==> src/rtl/ifm_row_loader_pkg.sv <==
// ifm_row_loader_pkg
//   Shared widths, ring size and loader state encoding for the IFM row loader.
//   It also provides the defaults used by the CNN controller side.
package ifm_row_loader_pkg;

  localparam int W_SIZE      = 12;   // width/height field width (pixels)
  localparam int W_CHANNEL   = 10;   // tiled-channel count field width
  localparam int W_DATA      = 128;  // stream / buffer word width
  localparam int W_BUF_ADDR  = 16;   // row-buffer word address width
  localparam int IFM_BUF_CNT = 4;    // number of row buffers (power of two)
  localparam int W_IFM_BUF   = 2;    // log2(IFM_BUF_CNT)

  typedef enum logic [1:0] {
    ST_IDLE     = 2'd0,
    ST_WAIT_BUF = 2'd1,
    ST_LOAD     = 2'd2,
    ST_DONE     = 2'd3
  } ld_state_e;

endpackage

==> src/rtl/ifm_row_loader_if.sv <==
// ifm_row_loader_if
//   Valid/ready word stream feeding the row loader.
//   s_valid : producer has a word on s_data
//   s_data  : IFM word, order row, col, chn (chn fastest)
//   s_ready : loader accepts the word when s_valid && s_ready
//   master = stream producer, slave = loader.
interface ifm_row_loader_if;
  import ifm_row_loader_pkg::*;

  logic              s_valid;
  logic [W_DATA-1:0] s_data;
  logic              s_ready;

  modport master (output s_valid, output s_data, input s_ready);
  modport slave  (input s_valid, input s_data, output s_ready);

endinterface

==> src/rtl/ifm_buf_flags.sv <==
// ifm_buf_flags
//   Bank of N "buffer holds valid data" flags. A set sets flag i_set_id.
//   A release bit clears its flag at the next edge. When both hit the same
//   flag, the set wins. It is shared with the filter-buffer loader.
//   clk/rstn  : clock and asynchronous active-low reset
//   i_set     : set request, i_set_id selects the flag
//   i_release : per-flag release pulse
//   o_flags   : registered flag vector
module ifm_buf_flags #(
  parameter int N    = 4,
  parameter int W_ID = 2
) (
  input  logic            clk,
  input  logic            rstn,
  input  logic            i_set,
  input  logic [W_ID-1:0] i_set_id,
  input  logic [N-1:0]    i_release,
  output logic [N-1:0]    o_flags
);

  logic [N-1:0] set_vec_s;
  logic [N-1:0] flags_r;

  // Decode the set request into a one-hot vector.
  always_comb begin
    set_vec_s = {N{1'b0}};
    if (i_set) begin
      set_vec_s = N'(1'b1) << i_set_id;
    end else begin
      set_vec_s = {N{1'b0}};
    end
  end

  // Flag register: release clears first, then the set is OR-ed in so it wins.
  always_ff @(posedge clk or negedge rstn) begin
    if (!rstn) begin
      flags_r <= {N{1'b0}};
    end else begin
      flags_r <= (flags_r & ~i_release) | set_vec_s;
    end
  end

  assign o_flags = flags_r;

  ifm_buf_flags_chk #(.N(N)) u_chk (
    .clk     (clk),
    .rstn    (rstn),
    .set_vec (set_vec_s),
    .rel_vec (i_release)
  );

endmodule

==> src/rtl/ifm_buf_flags_chk.sv <==
// ifm_buf_flags_chk
//   Simulation checker for the flag bank: a buffer must never be set and
//   released in the same cycle.
//   clk/rstn : clock and asynchronous active-low reset
//   set_vec  : one-hot set request
//   rel_vec  : release request
module ifm_buf_flags_chk #(
  parameter int N = 4
) (
  input logic         clk,
  input logic         rstn,
  input logic [N-1:0] set_vec,
  input logic [N-1:0] rel_vec
);

  a_no_set_release_collision : assert property (
    @(posedge clk) disable iff (!rstn) ((set_vec & rel_vec) == {N{1'b0}})
  );

endmodule

==> src/rtl/ifm_row_loader.sv <==
// ifm_row_loader
//   Streams IFM words into a ring of IFM_BUF_CNT row buffers. Row r goes to
//   buffer r mod IFM_BUF_CNT, and o_ifm_buf_done[id] is raised once that row
//   is written completely. Loading stalls while the target buffer is still
//   held by the consumer.
//   clk, rstn                    : clock, asynchronous active-low reset
//   q_start/q_width/q_height/q_channel : frame start pulse and dimensions
//   s_if (slave)                 : input word stream
//   i_buf_release                : consumer releases buffer id
//   o_buf_we/id/addr/wdata       : registered row-buffer write port
//   o_ifm_buf_done               : per-buffer complete-row flags
//   o_load_busy / o_load_done    : frame in progress / end-of-frame pulse
module ifm_row_loader
  import ifm_row_loader_pkg::*;
(
  input  logic                   clk,
  input  logic                   rstn,
  input  logic                   q_start,
  input  logic [W_SIZE-1:0]      q_width,
  input  logic [W_SIZE-1:0]      q_height,
  input  logic [W_CHANNEL-1:0]   q_channel,
  ifm_row_loader_if.slave        s_if,
  input  logic [IFM_BUF_CNT-1:0] i_buf_release,
  output logic                   o_buf_we,
  output logic [W_IFM_BUF-1:0]   o_buf_id,
  output logic [W_BUF_ADDR-1:0]  o_buf_addr,
  output logic [W_DATA-1:0]      o_buf_wdata,
  output logic [IFM_BUF_CNT-1:0] o_ifm_buf_done,
  output logic                   o_load_busy,
  output logic                   o_load_done
);

  ld_state_e              state_r, state_s;
  logic [W_SIZE-1:0]      height_r;
  logic [W_BUF_ADDR-1:0]  row_words_r;
  logic [W_SIZE-1:0]      row_r;
  logic [W_BUF_ADDR-1:0]  addr_r;
  logic                   wr_we_r;
  logic                   wr_last_r;
  logic [W_IFM_BUF-1:0]   wr_id_r;
  logic [W_BUF_ADDR-1:0]  wr_addr_r;
  logic [W_DATA-1:0]      wr_data_r;
  logic                   done_r, done_s;
  logic [IFM_BUF_CNT-1:0] flags_s;
  logic [W_BUF_ADDR-1:0]  prod_s;
  logic [W_IFM_BUF-1:0]   cur_id_s, last_id_s;
  logic                   hs_s, last_word_s, last_row_s, buf_busy_s;

  // Product taken at address width; a frame whose row overflows it is a config error.
  assign prod_s      = W_BUF_ADDR'(q_width) * W_BUF_ADDR'(q_channel);
  assign cur_id_s    = row_r[W_IFM_BUF-1:0];
  // In ST_DONE the row counter has already moved past the last row.
  assign last_id_s   = cur_id_s - W_IFM_BUF'(1'b1);
  assign hs_s        = s_if.s_valid && (state_r == ST_LOAD);
  assign last_word_s = (addr_r == (row_words_r - W_BUF_ADDR'(1'b1)));
  assign last_row_s  = (row_r == (height_r - W_SIZE'(1'b1)));
  // A release arriving this cycle already frees the buffer.
  assign buf_busy_s  = flags_s[cur_id_s] & ~i_buf_release[cur_id_s];

  // Next-state and end-of-frame decode.
  always_comb begin
    state_s = state_r;
    done_s  = 1'b0;
    case (state_r)
      ST_IDLE: begin
        if (q_start) state_s = ST_WAIT_BUF;
        else         state_s = ST_IDLE;
      end
      ST_WAIT_BUF: begin
        if (buf_busy_s) state_s = ST_WAIT_BUF;
        else            state_s = ST_LOAD;
      end
      ST_LOAD: begin
        if (hs_s && last_word_s) state_s = last_row_s ? ST_DONE : ST_WAIT_BUF;
        else                     state_s = ST_LOAD;
      end
      ST_DONE: begin
        if (flags_s[last_id_s]) begin
          done_s  = 1'b1;
          state_s = ST_IDLE;
        end else begin
          state_s = ST_DONE;
        end
      end
      default: state_s = ST_IDLE;
    endcase
  end

  // State register.
  always_ff @(posedge clk or negedge rstn) begin
    if (!rstn) state_r <= ST_IDLE;
    else       state_r <= state_s;
  end

  // Frame config, row/word counters, write-port register and done pulse.
  always_ff @(posedge clk or negedge rstn) begin
    if (!rstn) begin
      height_r    <= {W_SIZE{1'b0}};
      row_words_r <= {W_BUF_ADDR{1'b0}};
      row_r       <= {W_SIZE{1'b0}};
      addr_r      <= {W_BUF_ADDR{1'b0}};
      wr_we_r     <= 1'b0;
      wr_last_r   <= 1'b0;
      wr_id_r     <= {W_IFM_BUF{1'b0}};
      wr_addr_r   <= {W_BUF_ADDR{1'b0}};
      wr_data_r   <= {W_DATA{1'b0}};
      done_r      <= 1'b0;
    end else begin
      done_r  <= done_s;
      wr_we_r <= hs_s;
      if ((state_r == ST_IDLE) && q_start) begin
        height_r    <= q_height;
        row_words_r <= prod_s;
        row_r       <= {W_SIZE{1'b0}};
        addr_r      <= {W_BUF_ADDR{1'b0}};
      end
      if (hs_s) begin
        wr_id_r   <= cur_id_s;
        wr_addr_r <= addr_r;
        wr_data_r <= s_if.s_data;
        wr_last_r <= last_word_s;
        if (last_word_s) begin
          addr_r <= {W_BUF_ADDR{1'b0}};
          row_r  <= row_r + W_SIZE'(1'b1);
        end else begin
          addr_r <= addr_r + W_BUF_ADDR'(1'b1);
        end
      end
    end
  end

  // The flag is set while the row's last word is on the write port, so memory precedes flag.
  ifm_buf_flags #(.N(IFM_BUF_CNT), .W_ID(W_IFM_BUF)) u_flags (
    .clk       (clk),
    .rstn      (rstn),
    .i_set     (wr_we_r & wr_last_r),
    .i_set_id  (wr_id_r),
    .i_release (i_buf_release),
    .o_flags   (flags_s)
  );

  assign s_if.s_ready   = (state_r == ST_LOAD);
  assign o_buf_we       = wr_we_r;
  assign o_buf_id       = wr_id_r;
  assign o_buf_addr     = wr_addr_r;
  assign o_buf_wdata    = wr_data_r;
  assign o_ifm_buf_done = flags_s;
  assign o_load_busy    = (state_r != ST_IDLE);
  assign o_load_done    = done_r;

endmodule
==> src/flat_wrapper.sv <==
// flat-port wrapper written by rule: the top's interface ports become plain ports
module ifm_row_loader_flat import ifm_row_loader_pkg::*;
  (clk, rstn, q_start, q_width, q_height, q_channel, i_buf_release, o_buf_we, o_buf_id, o_buf_addr, o_buf_wdata, o_ifm_buf_done, o_load_busy, o_load_done, s_if_s_valid, s_if_s_data, s_if_s_ready);
  ifm_row_loader_if s_if_i ();
  input  logic clk;
  input  logic rstn;
  input  logic q_start;
  input  logic [W_SIZE-1:0] q_width;
  input  logic [W_SIZE-1:0] q_height;
  input  logic [W_CHANNEL-1:0] q_channel;
  input  logic [IFM_BUF_CNT-1:0] i_buf_release;
  output logic o_buf_we;
  output logic [W_IFM_BUF-1:0] o_buf_id;
  output logic [W_BUF_ADDR-1:0] o_buf_addr;
  output logic [W_DATA-1:0] o_buf_wdata;
  output logic [IFM_BUF_CNT-1:0] o_ifm_buf_done;
  output logic o_load_busy;
  output logic o_load_done;
  input wire logic [$bits(s_if_i.s_valid)-1:0] s_if_s_valid;
  input wire logic [$bits(s_if_i.s_data)-1:0] s_if_s_data;
  output wire logic [$bits(s_if_i.s_ready)-1:0] s_if_s_ready;
  assign s_if_i.s_valid = s_if_s_valid;
  assign s_if_i.s_data = s_if_s_data;
  assign s_if_s_ready = s_if_i.s_ready;
  ifm_row_loader u_core (.clk(clk), .rstn(rstn), .q_start(q_start), .q_width(q_width), .q_height(q_height), .q_channel(q_channel), .s_if(s_if_i), .i_buf_release(i_buf_release), .o_buf_we(o_buf_we), .o_buf_id(o_buf_id), .o_buf_addr(o_buf_addr), .o_buf_wdata(o_buf_wdata), .o_ifm_buf_done(o_ifm_buf_done), .o_load_busy(o_load_busy), .o_load_done(o_load_done));
endmodule
==> config.mk <==
export PLATFORM = sky130hd
export DESIGN_NAME = ifm_row_loader_flat
export DESIGN_NICKNAME = d
export VERILOG_FILES = /design/src/rtl/ifm_row_loader_pkg.sv /design/src/rtl/ifm_row_loader_if.sv /design/src/rtl/ifm_buf_flags.sv /design/src/rtl/ifm_buf_flags_chk.sv /design/src/rtl/ifm_row_loader.sv /design/src/flat_wrapper.sv
export SDC_FILE = /design/constraint.sdc
export NUM_CORES = 1
export LEC_CHECK = 0
export CAP_MARGIN = 0
export CELL_PAD_IN_SITES_DETAIL_PLACEMENT = 0
export CELL_PAD_IN_SITES_GLOBAL_PLACEMENT = 1
export CORE_MARGIN = 4
export CORE_UTILIZATION = 30
export CTS_BUF_LIST = sky130_fd_sc_hd__clkbuf_16
export DETAILED_ROUTE_END_ITERATION = 8
export HOLD_SLACK_MARGIN = 0.15
export PLACE_DENSITY_LB_ADDON = 0.1
export SKIP_CTS_REPAIR_TIMING = 1
export SYNTH_ARGS = -nofsm -noshare
export SYNTH_HDL_FRONTEND = slang
export SYNTH_SLANG_ARGS = --single-unit
==> constraint.sdc <==
create_clock -name clk -period 7.6 [get_ports clk]
set_clock_uncertainty 0.05 [all_clocks]
set_input_delay 0.76 -clock clk [delete_from_list [all_inputs] [get_ports clk]]
set_output_delay 0.76 -clock clk [all_outputs]
set_load 0.02 [all_outputs]
# Word level (Yosys, flattened, before mapping)

Cells that the tools add are included.

Reductions and logical operators: 6
Shifts and indexed selects: 1
$add $sub $neg: 5
Bitwise operators: 6
Multiply operators: 1
$lt $le $gt $ge: 2
Eq/ne operators: 5
Mux-type cells: 21

Operators by type and width:

| kind                                                                          | number |
|---|---|
| 16-bit two-way mux                                                            | 3 |
| 12-bit two-way mux                                                            | 3 |
| 16-bit by 1-bit adder with 16-bit output (second input constant)              | 1 |
| 16-bit equality test                                                          | 1 |
| 12-bit by 10-bit multiplier with 16-bit output                                | 1 |
| 16-bit by 1-bit subtractor with 16-bit output (second input constant)         | 1 |
| 12-bit by 1-bit adder with 12-bit output (second input constant)              | 1 |
| 12-bit equality test                                                          | 1 |
| 12-bit by 1-bit subtractor with 12-bit output (second input constant)         | 1 |
| 2-bit two-way mux                                                             | 4 |
| 2-bit one-hot mux with 4 select lines                                         | 1 |
| 1-bit binary-select mux with 2-bit select                                     | 3 |
| 2-bit by 3-bit less-than comparator with 1-bit output (second input constant) | 2 |
| 1-bit two-way mux                                                             | 6 |
| 4-bit bitwise AND                                                             | 1 |
| 2-bit equality test (second input constant)                                   | 2 |
| 4-bit two-way mux                                                             | 1 |
| 4-bit inverter                                                                | 1 |
| 4-bit OR                                                                      | 1 |
| 2-bit nonzero test                                                            | 2 |
| 1-bit by 2-bit left shift with 4-bit output (first input constant)            | 1 |
| 1-bit logical AND                                                             | 3 |
| 1-bit bitwise AND                                                             | 2 |
| 2-bit by 1-bit equality test with 1-bit output (second input constant)        | 1 |
| 3 further kinds                                                               | 3 |

Output and inout bits: 154
Bits in registers: 211
Input bits: 170

# Logic depth before layout (Yosys ltp)

Gate-level depths: netlist (run 1).

Word-level depth: 6
Depth in mapped cells: 20
Mapped depth without buffers: 19

# By module

Synthesis (run 1) repeated with hierarchy kept, for this count alone.

Cells, all modules: 1419
Area, all modules: 12369.4 um^2

Modules (own cells, without submodules):

| module         | area each (um^2) | cells an instance | seq. area each (um^2) | times used |
|---|---|---|---|---|
| ifm_row_loader | 12201.7          | 1403              | 5180.0                | 1 |
| ifm_buf_flags  | 167.7            | 16                | 100.1                 | 1 |

# Worst setup path before layout (run 1)

OpenSTA, ideal clock, no wires.

Kind: in2reg
Start point: input port q_channel[3]
End point: register u_core.row_words_r[15]
Buffers on the path: 1
Arrival time: 5.022 ns
Library setup time: 0.137 ns
Stages on the path: 17
Path slack: 2.391 ns
Path through: clkbuf_1 -> nand2_1 -> fa_1 -> inv_1 -> fa_1 -> fa_1 -> fa_1 -> inv_1 -> fa_1 -> inv_1 -> ha_1 -> and2_1 -> a31oi_1 -> o21ai_0 -> a211oi_1 -> xnor2_1 -> o21ai_0

Cells in the longest elaborated chain, start to end: 1

Ends and longest elaborated chain:

| item                                           | line                  | RTL |
|---|---|---|
| start: declaration                             | flat_wrapper.sv:10    | `input logic [W_CHANNEL-1:0] q_channel;` |
| 12-bit by 10-bit multiplier with 16-bit output | ifm_row_loader.sv:50  | `assign prod_s = W_BUF_ADDR'(q_width) * W_BUF_ADDR'(q_channel);` |
| end signal: assignment                         | ifm_row_loader.sv:99  | `row_words_r <= {W_BUF_ADDR{1'b0}};` |
| end signal: assignment                         | ifm_row_loader.sv:113 | `row_words_r <= prod_s;` |
| end: declaration                               | ifm_row_loader.sv:35  | `logic [W_BUF_ADDR-1:0] row_words_r;` |

Every way passes these cells.
A chain may end at the register's enable or synchronous reset.

# Worst setup path in the final report (run 1)

Same ends and word-level chain as after synthesis.

==> impl_metrics.ini, run 1 <==
[global_route]
use_met2_pct = 26.3
grt_pass1_wl_um = 59200
grt_overflow_total = 0
gr-usage-met3_pct = 4.04
grt_pass1_vias = 10470
track_usage_pct = 16.3
antenna_found_initial = 2
grt_max_degree = 113
busiest_layer = met2
gr-usage-met1_pct = 22.1

[power]
power_frac_seq_pct = 28.9
swShare_pct = 41.9
power_density_nw_per_um2 = 382
p_leak_nw = 8.03
p_int_mw = 3.77
p_switching_mw = 2.72
ir_drop_uv = 195
pwr-share-comb_pct = 52.6
clkPwrFrac_pct = 18.5

[floorplan]
die_x_um = 212
start_util_pct = 30.4
die_h_um = 212
core_um2 = 41000
rows = 74
dieArea_um2 = 44900
pin_count = 324

[clock_tree]
path_clk_slew_ns = 0.06
worst_skew_pair.late_latency_ns = 0.54
clkSinkCount = 211
max-clock-path-buffers = 3
cts_tree = yes
h-tree-depth = 1
cts_buffers = 27
cts-root-buf = clkbuf_16

[synthesis]
ys_top_cells_by_area = dfrtp_1 42%, nand2_1 16%, fa_1 10%
async_flop_share_pct = 100
synth_ff_type = dfrtp_1
syn_avg_cell_area_um2 = 8.98
yosysSeqAreaShare_pct = 42.3
synth_top_area_cell = dfrtp_1
synth_cells = 1390
synthesis.area_um2 = 12500
yosys_warnings = 0
ys_seq_elements = 211
syn_nets = 1663
synth_edf_count = 0
synthDistinctLibCells = 64
synth_top_area_share_pct = 42.3

[worst_setup_path]
critical-path-top-delay-family = adder cells
r2r-start = u_core.row_words_r[0]
path_cells = clkdlybuf4s50_1 -> nand2_1 -> fa_1 -> inv_1 -> fa_1 -> fa_1 -> fa_1 -> inv_1 -> fa_1 -> inv_1 -> ha_1 -> and2_1 -> a31oi_1 -> o21ai_0 -> a211oi_1 -> xnor2_1 -> o21ai_0
crit_required_ns = 7.96
critPathSlowestCell = clkdlybuf4s50_1
crit_type = in -> reg
crit_path_end_kind = register
crit_path_start = q_channel[3]
cpMostUsedCell = fa_1
crit_fanout = 12
worst-endpoint-arrival_ns = 5.84
worst-path-buf-inv = 4
critPathLaunchType = primary input
critPathMaxStageDelay_ns = 0.79

[routing]
routed_via_density = 4.58
drt_iter0_markers = 466
vias = 10222
wirelength_um = 37300
firstDrtPassIters = 5
post_drt_wl_per_cell_um = 16.7
postRouteAntennaNets = 0
drcViolationCount = 0

[place]
hpwlAfterDp_um = 27200
dpl_cell_area_um2 = 16200
portBuffers = 323
gp_congestion = 0.784

[layout]
stdcell_area_um2 = 17000
fillerInstances = 4071
nNetsFinal = 1955
multiInputGateArea_um2 = 6640
drive_gt1_share_pct = 4.76
synthToLayoutAreaGrowth_pct = 36.1
post-route-util_pct = 41.4
seqCellArea_um2 = 5280

[job]
cap_violations = 0

[timing]
final-hold-violation-count = 0
fin_tns_setup_ns = 0
min_period_over_period_pct = 72.1
hold_slack_ns = 0.210
clock.fmax_mhz = 183
setup_violations = 0
relSlewSlack_pct = 37.5
rsz0062_at_grt = false
tightest_slew_ns = 0.937
drv_slew = 0
period_needed_ns = 5.48

[min_path]
hold_class = in -> async

[run_status]
status = complete, no violations
[cell usage in the layout, fill, tap and decap left out, drive strengths merged, types with 4 or more instances in the layout]
master,n
a211oi,4
a21o,13
a21oi,18
and2,56
and3,5
buf,11
clkbuf,27
clkdlybuf4s50,322
clkinv,12
dfrtp,211
fa,65
ha,38
inv,81
mux2,19
mux2i,6
nand2,540
nand2b,14
nand3,21
nor2,21
nor2b,8
nor3,11
nor3b,4
nor4,10
nor4b,9
o211ai,5
o21ai,31
o31ai,13
or2,5
or3,12
or4,6
xnor2,38
xor2,16
[worst reg2reg max path: cells and delay by family, from the launching register on]
kind	cells	cell delay, ns
simple gates	5	1.93
compound gates	1	0.12
buf+inv	2	0.42
flops	1	0.43
xor+xnor	1	0.19
fa+ha+maj	1	0.19
[routing by layer]
layer / wire, um / up-vias / share of wire [%]
met5: 0 / - / 0
met4: 921 / 0 / 2.5
met3: 2210 / 39 / 5.9
met2: 17700 / 212 / 48
met1: 16500 / 4923 / 44
li1: - / 5048 / -
[metrics by stage]
step,power (mW),setup WS [ns],std cells
3_5_place_dp,5.35,1.58,2185
5_1_grt,7.05,1.79,2233
3_3_place_gp,5.34,1.65,2185
2_1_floorplan,3.99,2.39,1390
6_report,6.48,2.12,2233
4_1_cts,6.62,2.17,2232
[cell usage after synthesis, types with 5 or more instances]
library cell,number
or4_1,5
xnor2_1,38
or2_2,5
o211ai_1,5
clkbuf_1,61
nand3_1,20
xor2_1,16
and3_1,5
o21ai_0,31
dfrtp_1,211
and2_1,56
nor4b_1,9
mux2_2,19
fa_1,65
nor2_1,21
nor2b_1,8
ha_1,38
nor4_1,8
mux2i_1,6
or3_1,11
a21o_1,13
inv_1,75
a21oi_1,18
nor3_1,11
nand2b_1,14
o31ai_1,13
nand2_1,540
[flip-flops by register name, indices dropped and copies added, names as in the netlist, 2 cells and up]
| register | cells |
|---|---|
| u_core.o_buf_wdata | 128 |
| u_core.addr_r | 16 |
| u_core.o_buf_addr | 16 |
| u_core.row_words_r | 16 |
| u_core.height_r | 12 |
| u_core.row_r | 12 |
| u_core.u_flags.o_flags | 4 |
| u_core.o_buf_id | 2 |
| u_core.state_r | 2 |
[area by class of cell]
cell class,instances,share of cell area [%]
diodes,1,0.0147
clock buffers,27,3.98
clock inverters,20,0.773
inverters,75,1.67
multi-input cells,1034,39.1
flip-flops and latches,211,31.1
well taps,532,3.92
repair buffers,333,19.5
[worst paths after layout]
path / slack, ns / endpoint / depth (start not counted)
min reg2reg: 0.42 / u_core.o_buf_addr[2] / 2
min: 0.21 / u_core.height_r[4] / 1
max: 2.12 / u_core.row_words_r[15] / 17
min in group clk: 0.42 / u_core.o_buf_addr[2] / 2
max in group asynchronous: 5.97 / u_core.o_buf_wdata[49] / 2
max reg2reg: 4.14 / u_core.addr_r[14] / 10
[logic make-up after synthesis]
| group | after synthesis | share of synthesized area [%] |
|---|---|---|
| AOI/OAI and AO/OA | 116 | 6.42 |
| xor gates and xnor gates | 55 | 3.97 |
| adders and majority gates | 103 | 14.2 |
| buffers and inverters | 145 | 4.57 |
| DFF | 211 | 42.3 |
| muxes | 27 | 2.56 |
| and+or+nand+nor | 733 | 26.0 |
[power by group through the flow]
stage | combinational (mW) | clock [mW] | sequential, mW
final | 3.41 | 1.20 | 1.88
after global routing | 3.80 | 1.30 | 1.95
after CTS | 3.48 | 1.26 | 1.88
after detailed placement | 3.46 | 0 | 1.89
after global placement | 3.45 | 0 | 1.88
after floorplan | 1.74 | 0 | 2.25
(Power assumes the default switching activity.)
==> run 2, diff against run 1 <==
- clock period: 7.6 -> 5.4 ns (I/O delays scaled with it)
==> impl_metrics.ini, run 2 (synthesis gave the netlist of run 1 again) <==
[run_status]
status = complete, no violations

[timing]
hold_slack_ns = 0.419
tightest_slew_ns = 0.973
min_period_over_period_pct = 94.3
period_needed_ns = 5.09
final-hold-violation-count = 0
relSlewSlack_pct = 35.2
setup_violations = 0
rsz0062_at_grt = false
post-route-worst-setup-slack_ns = 0.308
drv_slew = 0
clock.fmax_mhz = 196
fin_tns_setup_ns = 0

[min_path]
worstHoldStart = u_core.o_buf_wdata[16]
holdPathStages = 2
hold-path-endpoint = u_core.o_buf_wdata[16]
hold_class = reg -> reg

[job]
cap_violations = 0

[global_route]
grt_max_degree = 116
grt_overflow_total = 0
grt_pass1_wl_um = 58900
grt_pass1_vias = 10876
antenna_found_initial = 1
track_usage_pct = 16.0

[layout]
largest_reg_flops = 128
stdcell_area_um2 = 17400
synthToLayoutAreaGrowth_pct = 39.2
final_cell_mix = 539 x nand2_1, 322 x clkdlybuf4s50_1, 211 x dfrtp_1, 81 x inv_1, 65 x fa_1
fillerInstances = 4040
layout_commonest_cell = nand2_1
drive_gt1_share_pct = 7.65
nNetsFinal = 2010

[routing]
firstDrtPassIters = 4
routed_via_density = 4.52
drt_iter0_markers = 482
postRouteAntennaNets = 0
wirelength_um = 36600
post_drt_wl_per_cell_um = 16.0
vias = 10327
drcViolationCount = 0

[power]
ir_drop_uv = 263
p_leak_nw = 8.28
power_density_nw_per_um2 = 533
power.total_mw = 9.26

[floorplan]
pin_count = 324
start_util_pct = 30.4
dieArea_um2 = 44900
die_h_um = 212
die_x_um = 212
core_um2 = 41000
rows = 74

[clock_tree]
cts_tree = yes
max-clock-path-buffers = 3
clkSinkCount = 211
path_clk_slew_ns = 0.06
cts-root-buf = clkbuf_16
h-tree-depth = 1
cts_buffers = 26
worst_skew_pair.late_latency_ns = 0.54

[worst_setup_path]
crit_fanout = 9
worst-endpoint-arrival_ns = 5.43
critPathLaunchType = primary input
reg2reg_slack_ns = 1.82
crit_path_end_kind = register
worst-r2r-cell-count = 10
worstReg2RegEnd = u_core.addr_r[15]
r2r-start = u_core.row_words_r[0]
crit_type = in -> reg
crit_required_ns = 5.74

[place]
portBuffers = 323
gp_congestion = 0.802
dp_slack_ns = -0.229
dpl_cell_area_um2 = 16600
hpwlAfterDp_um = 27200
-- run 2: power breakdown --
part	switching [mW]	internal (mW)
Clock	0.669	0.910
Combinational	2.72	2.32
Sequential	0.458	2.19
-- run 2: layout make-up --
cell class / instances / area (um2) / area share, %
Clock buffer: 26 / 651 / 3.74
Timing Repair Buffer: 389 / 3750 / 21.6
Sequential cell: 211 / 5280 / 30.4
Multi-Input combinational cell: 1034 / 6640 / 38.2
Inverter: 75 / 284 / 1.63
Clock inverter: 16 / 104 / 0.598
Antenna cell: 1 / 2.50 / 0.0144
Tap cell: 532 / 666 / 3.83
-- run 2: through the flow --
step | util (%) | std cells
detailed placement | 40.5 | 2240
finish | 42.4 | 2284
CTS | 42.3 | 2282
floorplan | - | 1390
global route | 42.4 | 2283
global placement | 40.5 | 2240
-- run 2: how the worst max path moves through the flow --
stage | from | to | slack [ns] | cells past startpoint
after detailed placement | q_width[4] | u_core.row_words_r[15] | -0.23 | 16
after global placement | q_channel[6] | u_core.row_words_r[15] | -0.17 | 16
after global routing | q_width[4] | u_core.row_words_r[14] | 0.07 | 19
after floorplan | q_channel[3] | u_core.row_words_r[15] | 0.41 | 17
final | q_width[4] | u_core.row_words_r[15] | 0.31 | 16
after CTS | q_width[4] | u_core.row_words_r[15] | 0.33 | 16
-- run 2: per-layer routing --
layer  vias to the layer above  track usage [%]  wire, um
met5                         -                0         0
met4                         0             3.80       813
met3                        44             3.75      2080
met2                       203             27.2     17900
met1                      4925             20.8     15900
li1                       5155                -         -
-- run 2: worst max-delay path, stage by stage --
cell and delay, ns:
clkdlybuf4s50_1 0.61, and2_1 0.29, fa_1 0.55, fa_1 0.46, fa_1 0.52, fa_1 0.54, inv_1 0.06, fa_1 0.53
inv_1 0.04, ha_1 0.30, and2_1 0.17, a31oi_1 0.12, o21ai_0 0.17, a211oi_1 0.28, xnor2_1 0.15, o21ai_0 0.09
==> run 3, diff against run 2 <==
- CORE_UTILIZATION: 30 -> 25
- SETUP_SLACK_MARGIN: unset -> 0.2
==> impl_metrics.ini, run 3 (synthesis gave the netlist of run 1 again) <==
[min_path]
hold_class = reg -> reg
holdPathStages = 2

[layout]
fillerInstances = 5037
seqCellArea_um2 = 5280
largest_reg_flops = 128
synthToLayoutAreaGrowth_pct = 41.1
multiInputGateArea_um2 = 6650
nNetsFinal = 2009
layout_commonest_cell = nand2_1
final_cell_mix = 539 x nand2_1, 319 x clkdlybuf4s50_1, 211 x dfrtp_1, 81 x inv_1, 65 x fa_1
drive_gt1_share_pct = 7.93

[timing]
drv_slew = 0
rsz0062_at_grt = false
clock.fmax_mhz = 201
fin_tns_setup_ns = 0
post-route-worst-setup-slack_ns = 0.422
tightest_slew_ns = 1.02
relSlewSlack_pct = 32.0
min_period_over_period_pct = 92.2
setup_violations = 0
final-hold-violation-count = 0
period_needed_ns = 4.98

[floorplan]
core_um2 = 49200
start_util_pct = 25.4
pin_count = 324
die_x_um = 231
die_h_um = 231
rows = 81
dieArea_um2 = 53600

[clock_tree]
cts_buffers = 28
worst_skew_pair.late_latency_ns = 0.57
cts-root-buf = clkbuf_16
max-clock-path-buffers = 3
clkSinkCount = 211
h-tree-depth = 1
cts_tree = yes
path_clk_slew_ns = 0.05

[job]
cap_violations = 0

[worst_setup_path]
critPathLaunchType = primary input
crit_required_ns = 5.75
worst-r2r-cell-count = 10
crit_path_end_kind = register
crit_fanout = 7
worst-endpoint-arrival_ns = 5.33
crit_type = in -> reg

[routing]
routed_via_density = 4.28
wirelength_um = 39600
postRouteAntennaNets = 0
post_drt_wl_per_cell_um = 16.4
drcViolationCount = 0
firstDrtPassIters = 4
vias = 10350
drt_iter0_markers = 394

[global_route]
grt_pass1_vias = 10632
grt_pass1_wl_um = 62600
grt_max_degree = 135
antenna_found_initial = 2
track_usage_pct = 14.4
grt_overflow_total = 0

[power]
p_leak_nw = 8.34
power_density_nw_per_um2 = 533
ir_drop_uv = 262

[place]
portBuffers = 323
dp_slack_ns = -0.207
hpwlAfterDp_um = 29400
gp_congestion = 0.754

[run_status]
status = complete, no violations
run 3: final timing paths:
kind | start | endpoint | slack (ns)
setup reg to reg | u_core.row_words_r[0] | u_core.row_r[3] | 1.62
hold / removal | u_core.o_buf_wdata[20] | u_core.o_buf_wdata[20] | 0.42
setup / recovery | q_channel[5] | u_core.row_words_r[15] | 0.42
hold reg to reg | u_core.o_buf_wdata[20] | u_core.o_buf_wdata[20] | 0.42
min in group asynchronous | rstn | u_core.o_load_done | 0.51
max in group asynchronous | rstn | u_core.o_buf_wdata[62] | 3.52
run 3: routing by layer:
| layer | wire, um | GRT usage, % | up-vias |
|---|---|---|---|
| met5 | 13 | 0 | - |
| met4 | 760 | 3.12 | 2 |
| met3 | 1750 | 2.08 | 41 |
| met2 | 19500 | 25.1 | 197 |
| met1 | 17500 | 19.0 | 4949 |
| li1 | - | - | 5161 |
run 3: stage by stage:
stage	utilization (%)	cells	hold slack (ns)	power, mW	instance area [um2]
CTS	35.8	2416	-0.0769	9.59	17600
detailed placement	34.1	2369	0.411	7.80	16800
floorplan	-	1390	0.194	5.61	12500
global placement	34.1	2369	0.406	7.77	16800
global route	35.8	2418	0.435	10.2	17600
finish	35.8	2418	0.419	9.38	17600
run 3: worst max-delay path, stage by stage:
cell and delay, ns:
clkdlybuf4s50_1 0.57, buf_4 0.23, and2_1 0.16, fa_1 0.52
fa_1 0.45, fa_1 0.52, fa_1 0.54, inv_1 0.05
fa_1 0.53, inv_1 0.04, ha_1 0.35, and4_1 0.26
nand2_1 0.07, nand2_1 0.06, a211oi_2 0.22, xnor2_1 0.13
o21ai_0 0.08
run 3: power by group:
group | leakage, nW | switching (mW) | internal, mW
clock network | 0.434 | 0.717 | 0.981
logic | 5.23 | 2.74 | 2.32
registers | 2.67 | 0.440 | 2.19
total | 8.34 | 3.90 | 5.49
run 3: layout make-up:
class	count	area share, %
antenna	1	0.0142
sequential	211	30.0
multi-input combinational	1034	37.7
clock buffer	28	3.98
timing repair buffer	386	21.2
tap	664	4.72
clock inverter	19	0.760
inverter	75	1.61
